--- src/rtl/prog3_mult_ctrl.sv ---
// Sequencer for program 3: reads signed 16-bit operand pairs from byte memory,
// multiplies them with a 16-step shift-add loop and writes 32-bit products back MSB first.
module prog3_mult_ctrl #(
  parameter int SRC_BASE = 0,
  parameter int DST_BASE = 64,
  parameter int N_PAIRS  = 16,
  parameter int AW       = 8
) (
  input  logic          clk,
  input  logic          reset,
  input  logic          start,
  output logic          done,
  output logic          busy,
  output logic [AW-1:0] mem_addr,
  input  logic [7:0]    mem_rd_data,
  output logic          mem_wr_en,
  output logic [7:0]    mem_wr_data
);

  localparam int JW = (N_PAIRS > 1) ? $clog2(N_PAIRS) : 1;

  typedef enum logic [3:0] {
    S_IDLE, S_RD_AH, S_RD_AL, S_RD_BH, S_RD_BL, S_MUL,
    S_WR0, S_WR1, S_WR2, S_WR3, S_DONE
  } state_t;

  state_t        state_reg, state_next;
  logic          armed_reg, armed_next;
  logic [JW-1:0] j_reg, j_next;
  logic [3:0]    i_reg, i_next;
  logic [15:0]   a_reg, a_next;
  logic [15:0]   b_reg, b_next;
  logic [31:0]   acc_reg, acc_next;
  logic [AW-1:0] addr_reg, addr_next;
  logic [7:0]    wd_reg, wd_next;
  logic          wr_en;

  logic [AW-1:0] pair_off;
  logic [AW-1:0] src_addr;
  logic [AW-1:0] dst_addr;
  logic [31:0]   term;

  assign pair_off = AW'({j_reg, 2'b00});
  assign src_addr = AW'(SRC_BASE) + pair_off;
  assign dst_addr = AW'(DST_BASE) + pair_off;
  assign term     = {{16{a_reg[15]}}, a_reg} << i_reg;

  always_comb begin
    state_next = state_reg;
    armed_next = armed_reg;
    j_next     = j_reg;
    i_next     = i_reg;
    a_next     = a_reg;
    b_next     = b_reg;
    acc_next   = acc_reg;
    addr_next  = addr_reg;
    wd_next    = wd_reg;
    wr_en      = 1'b0;
    busy       = 1'b0;
    done       = 1'b0;
    unique case (state_reg)
      S_IDLE: begin
        if (start) begin
          armed_next = 1'b1;
        end else if (armed_reg) begin
          armed_next = 1'b0;
          j_next     = '0;
          state_next = S_RD_AH;
        end
      end
      S_RD_AH: begin
        busy       = 1'b1;
        addr_next  = src_addr;
        a_next     = {mem_rd_data, a_reg[7:0]};
        state_next = S_RD_AL;
      end
      S_RD_AL: begin
        busy       = 1'b1;
        addr_next  = src_addr + AW'(1);
        a_next     = {a_reg[15:8], mem_rd_data};
        state_next = S_RD_BH;
      end
      S_RD_BH: begin
        busy       = 1'b1;
        addr_next  = src_addr + AW'(2);
        b_next     = {mem_rd_data, b_reg[7:0]};
        state_next = S_RD_BL;
      end
      S_RD_BL: begin
        busy       = 1'b1;
        addr_next  = src_addr + AW'(3);
        b_next     = {b_reg[15:8], mem_rd_data};
        acc_next   = '0;
        i_next     = '0;
        state_next = S_MUL;
      end
      S_MUL: begin
        busy = 1'b1;
        // Bit 15 of B carries negative weight in two's complement.
        if (b_reg[i_reg]) begin
          acc_next = (i_reg == 4'd15) ? acc_reg - term : acc_reg + term;
        end
        i_next = i_reg + 4'd1;
        if (i_reg == 4'd15) state_next = S_WR0;
      end
      S_WR0: begin
        busy       = 1'b1;
        wr_en      = 1'b1;
        addr_next  = dst_addr;
        wd_next    = acc_reg[31:24];
        state_next = S_WR1;
      end
      S_WR1: begin
        busy       = 1'b1;
        wr_en      = 1'b1;
        addr_next  = dst_addr + AW'(1);
        wd_next    = acc_reg[23:16];
        state_next = S_WR2;
      end
      S_WR2: begin
        busy       = 1'b1;
        wr_en      = 1'b1;
        addr_next  = dst_addr + AW'(2);
        wd_next    = acc_reg[15:8];
        state_next = S_WR3;
      end
      S_WR3: begin
        busy       = 1'b1;
        wr_en      = 1'b1;
        addr_next  = dst_addr + AW'(3);
        wd_next    = acc_reg[7:0];
        if (j_reg == JW'(N_PAIRS - 1)) begin
          state_next = S_DONE;
        end else begin
          j_next     = j_reg + JW'(1);
          state_next = S_RD_AH;
        end
      end
      S_DONE: begin
        done = 1'b1;
        if (start) begin
          armed_next = 1'b1;
          state_next = S_IDLE;
        end
      end
      default: state_next = S_IDLE;
    endcase
  end

  // Address/data are the values chosen this cycle; the registers only hold them between accesses.
  assign mem_addr    = addr_next;
  assign mem_wr_data = wd_next;
  assign mem_wr_en   = wr_en & ~reset;

  always_ff @(posedge clk) begin
    if (reset) begin
      state_reg <= S_IDLE;
      armed_reg <= 1'b0;
      j_reg     <= '0;
      i_reg     <= '0;
      a_reg     <= '0;
      b_reg     <= '0;
      acc_reg   <= '0;
      addr_reg  <= '0;
      wd_reg    <= '0;
    end else begin
      state_reg <= state_next;
      armed_reg <= armed_next;
      j_reg     <= j_next;
      i_reg     <= i_next;
      a_reg     <= a_next;
      b_reg     <= b_next;
      acc_reg   <= acc_next;
      addr_reg  <= addr_next;
      wd_reg    <= wd_next;
    end
  end

endmodule

--- config.mk ---
export PLATFORM = sky130hd
export DESIGN_NAME = prog3_mult_ctrl
export DESIGN_NICKNAME = d
export VERILOG_FILES = /design/src/rtl/prog3_mult_ctrl.sv
export SDC_FILE = /design/constraint.sdc
export NUM_CORES = 1
export LEC_CHECK = 0
export BUFFER_PORTS_ARGS = -buffer_cell sky130_fd_sc_hd__buf_2
export CORE_MARGIN = 3
export CORE_UTILIZATION = 30
export CTS_BUF_LIST = sky130_fd_sc_hd__clkbuf_16
export DETAILED_ROUTE_END_ITERATION = 16
export RECOVER_POWER = 25
export SLEW_MARGIN = 25
export SYNTH_ARGS = -nofsm -noshare
export SYNTH_HDL_FRONTEND = slang
export SYNTH_SLANG_ARGS = --single-unit
--- constraint.sdc ---
create_clock -name clk -period 7.7 [get_ports clk]
set_input_delay 0 -clock clk [delete_from_list [all_inputs] [get_ports clk]]
set_output_delay 0 -clock clk [all_outputs]
set_load 0.01 [all_outputs]
# == Word level (Yosys, flattened, before mapping) ==
# Index checks and enable logic that the tools add are counted.
# totals
ff_bits,93
latchBits,0
mem_bits_rw,0
romBits,0
input_bits,11
output_inout_bits,19
wordCells,88
memories,0
# op_classes
n_addsub,11
mul,0
div_mod_pow,0
order_cmp,1
n_eq_ne,18
shift,1
n_mux,26
bitwise,6
n_reduce_logical,14
# ops
operator,count
two-way mux 32 bit,2
case mux 16 bit (2 select lines),2
case mux 32 bit (2 select lines),1
case mux 8 bit (8 select lines),1
case mux 4 bit (11 select lines),1
adder 32 bit,1
two-way mux 4 bit,8
case mux 8 bit (4 select lines),1
<< shifter 32 x 4 -> 32 bit,1
subtractor 32 bit,1
equality test 4 bit (second input constant),5
adder 8 x 2 -> 8 bit (second input constant),2
equality test 4 x 3 -> 1 bit (second input constant),4
case mux 4 bit (2 select lines),2
adder 6 x 2 -> 7 bit (second input constant),2
!= test 2 bit (second input constant),6
AND reduction 2 bit,6
OR reduction 9 bit,1
adder 4 x 1 -> 4 bit (second input constant),2
adder 7 x 6 -> 8 bit (first input constant),1
adder 8 x 1 -> 8 bit (second input constant),1
equality test 4 x 2 -> 1 bit (second input constant),2
AND reduction 4 bit,2
adder 6 x 1 -> 7 bit (second input constant),1
10 further kinds,21

# == Depth between registers and ports, before layout ==
# logic_depth
depth_word,5
ltp_mapped,23

# == Worst setup path before layout ==
# No wires, ideal clock.
# synth_timing
kind,register to register
from,register i_reg[0]
to,register acc_reg[25]
setup_time_ns,0.062
t_arrival_ns,4.988
setup_slack_ns,2.649
stages_incl_launch_ff,21
n_path_buf,2
period_less_slack_ns,5.051
path_cell_list,dfxtp_1 -> buf_6 -> mux4_2 -> or2_1 -> a32oi_2 -> nand2b_2 -> nor4b_4 -> a21oi_1 -> xor2_1 -> ha_1 -> clkbuf_1 -> nand2_1 -> or3_1 -> or2_2 -> o21a_1 -> o211a_1 -> o21bai_1 -> a21o_1 -> a21oi_1 -> or4b_2 -> nand3_1
# synth_between
elab_chain_cells,5
word_cells_on_any_way,11
# synth_lines
item,line_no,text
start: declaration,30,"logic [3:0] i_reg, i_next;"
start signal: assignment,170,i_reg <= i_next;
<< shifter 32 x 4 -> 32 bit,46,"assign term = {{16{a_reg[15]}}, a_reg} << i_reg;"
adder 32 bit or subtractor 32 bit (tied branches),101,acc_next = (i_reg == 4'd15) ? acc_reg - term : acc_reg + term;
two-way mux 32 bit,101,
two-way mux 32 bit,100,if (b_reg[i_reg]) begin
case mux 32 bit (2 select lines),61,unique case (state_reg)
end signal: assignment,173,acc_reg <= acc_next;
end: declaration,33,"logic [31:0] acc_reg, acc_next;"
# Several ways; a longest one is shown, not always the timed one. The select of a mux whose other input is x is not followed.
# A chain may end at the register's enable or synchronous reset.

# == Worst setup path after layout ==
# layout_timing
from,register i_reg[0]
to,register acc_reg[31]
# Same word-level chain as after synthesis.

==> impl_metrics.yaml <==
outcome:
  outcome: "finished with violations"
  failed_checks: "capacitance limit, slew limit"
hold_path:
  min_path_type: "primary input to flip-flop"
  whs_path_depth: 3
global_routing:
  overflow: 0
  grt_usage: 0.159
  grt_max_degree: 84
  grt_antenna_before_repair: 0
  grt_first_pass_wirelength_microns: 35100
  grt_pass1_vias: 6668
cells_and_area:
  post_layout_nonfiller_instances: 1310
  design_area_sq_um: 8380
  drive_above_1_share: 0.111
  syn_to_final_growth_pct: 9.99
  nFillCells: 2584
  diodes: 0
  nets: 1027
  largest_reg_flops: 32
synth:
  synth-seq-area-share: 0.244
  ys_ff_latch: 93
  synth_nets: 1022
  synth_warnings: 0
  synth_ff_type: "dfxtp_1"
  synth_cell_types: 81
  async_flop_share: 0
  synth_cells: 976
  avgSynthCellArea_sq_um: 7.81
  netlist_area_sq_um: 7620
  synth_edf_count: 0
job:
  maxCapViolCount: 1
clock_tree:
  cts_resized: 0
  cts_buffer_depth: 2
  clock_latency_ns: 0.36
  cts.reportedPaths.clkPinSlew_ns: 0.07
  cts_root_buf: "clkbuf_16"
  cts.sinks: 93
  cts_inserted_buffers: 9
  hold_buffers: 8
  cts_setup_buffers: 0
  htreeDepth: 3
  tritoncts: "yes"
sta:
  setup_viol: 0
  hold_violations: 0
  relSlewSlack: -0.494
  min_period_over_period: 0.772
  fmax_ghz: 0.168
  rsz0062_at_grt: "no"
  period_minus_slack_ns: 5.94
  fin_ws_ns: 1.76
  whs_ns: 0.0198
  worst_pin_slew_ns: 2.24
  fin_tns_setup_ns: 0
  skew_ns: 0.00947
  slew_viol_final: 40
setup_path:
  critical_path_class: "flip-flop to flip-flop"
  cp_cell_sequence: "mux4_2 -> o31ai_1 -> nand3_1 -> a21o_1 -> nor4b_4 -> a21oi_1 -> xor2_1 -> ha_1 -> nand2_1 -> or3_1 -> or2_2 -> o21a_1 -> o211a_1 -> o21ai_1 -> a2111oi_1 -> o21a_1 -> or4_1 -> nand3_1"
  critical_path.slowest_cell: "dfxtp_2"
  crit_path_max_fanout: 38
  arrival_ns: 6.24
  crit_buf_inv: 0
  slowest_delay_ns: 0.93
  cp.depth: 18
  cp-end-kind: "flip-flop"
  required_ns: 8.00
  start_kind: "flip-flop"
  reg2regPathDepth: 18
  crit_family: "simple AND/OR/NAND/NOR gates"
floorplanning:
  io_pins: 30
  core_sq_um: 24600
  rows: 57
  start_util: 0.310
  die_y_microns: 165
  fp.dieArea_sq_um: 27300
  die_w_microns: 165
detailed_routing:
  first_pass_iters: 5
  wire_per_inst_microns: 16.4
  drc: 0
  drt_iter0_drc: 542
  vias: 7176
  vias_per_cell: 5.48
  antenna_left: 0
  drt-total-wl_microns: 21500
pwr:
  switching_share: 0.335
  clkPwrFrac: 0.333
  power_frac_comb: 0.314
  p_sw_mw: 0.463
  p_leak_nw: 3.08
  p_per_area_nw_per_um2: 165
  internal-power_mw: 0.919
  p_seq_frac: 0.354
  ir_drop_v: 0.000118
place:
  dp.cells: 1286
  dp_slack_ns: 1.82
  io_buffers: 29
  hpwl_microns: 15800
  gp_congestion: 0.873
  placed_area_sq_um: 8010
metrics by stage:
stage	power (mW)	util
global placement	0.925	0.326
finish	1.38	0.341
floorplan	0.836	-
detailed placement	0.927	0.326
CTS	1.39	0.341
global route	1.46	0.341
worst paths after layout:
kind         slack (ns)          end  startpoint
max                1.76  acc_reg[31]    i_reg[0]
min                0.02    armed_reg       start
max reg2reg        1.76  acc_reg[31]    i_reg[0]
min reg2reg        0.46     b_reg[0]    b_reg[0]
synth_stat cells (22+ instances only):
master | number | area [sq um]
o21ai_0 | 47 | 235
nor2_1 | 87 | 327
xnor2_1 | 24 | 210
mux4_2 | 22 | 495
dfxtp_1 | 93 | 1860
nand2_1 | 149 | 559
clkbuf_1 | 36 | 135
nand3_1 | 26 | 130
xor2_1 | 25 | 219
ha_1 | 34 | 425
nor2b_1 | 30 | 188
mux2i_1 | 23 | 230
a21oi_1 | 90 | 450
inv_1 | 23 | 86.3
final cells by class:
class                      count  area [sq um]  share of cell area
clock buffer                   9           225              0.0269
clock inverter                 7          70.1             0.00836
inverter                      24          90.1              0.0108
multi-input combinational    805          5420               0.647
sequential                    93          1860               0.222
tap                          324           405              0.0484
timing repair buffer          48           300              0.0358
power by group through the flow:
stage          logic, mW  registers (mW)  clock network [mW]
4_1_cts            0.434           0.488               0.472
3_5_place_dp       0.428           0.500                   0
5_1_grt            0.478           0.489               0.488
3_3_place_gp       0.426           0.500                   0
6_report           0.434           0.488               0.460
2_1_floorplan      0.339           0.497                   0
worst register-to-register path: cells and delay by family, from the launching register on:
family | cells | cell delay (ns)
adders and majority gates | 1 | 0.42
xor gates and xnor gates | 1 | 0.19
DFF | 1 | 0.93
and+or+nand+nor | 7 | 1.96
muxes | 1 | 0.68
AOI/OAI and AO/OA | 8 | 1.70
layer usage:
layer / global-route usage / vias to the layer above / routed length (microns)
met2: 0.262 / 177 / 10100
li1: - / 3577 / -
met5: 0 / - / 0
met4: 0.0416 / 0 / 342
met1: 0.218 / 3399 / 10100
met3: 0.0239 / 23 / 942
kinds of logic after synthesis:
group,Yosys count,share of synthesized area
xor gates and xnor gates,49,0.0563
adders and majority gates,35,0.0585
buffers and inverters,78,0.0437
DFF,93,0.244
AOI/OAI and AO/OA,282,0.239
muxes,63,0.122
and+or+nand+nor,376,0.236
cells in the final DEF (no fill, tap or decap), drive strengths merged, types with 12 or more instances in the layout:
cell type  netlist  routed
a21oi           90      90
a221oi          12      12
a22oi           20      20
buf             18      36
clkbuf          36      13
dfxtp           93      93
ha              34      34
inv             23      27
mux2            18      18
mux2i           23      23
mux4            22      22
nand2          149     149
nand2b          16      16
nand3           26      26
nor2            87      87
nor2b           30      30
nor3            18      18
o21a            12      12
o21ai           54      54
xnor2           24      24
xor2            25      25
No activity file was read; power rests on OpenSTA's default activity.
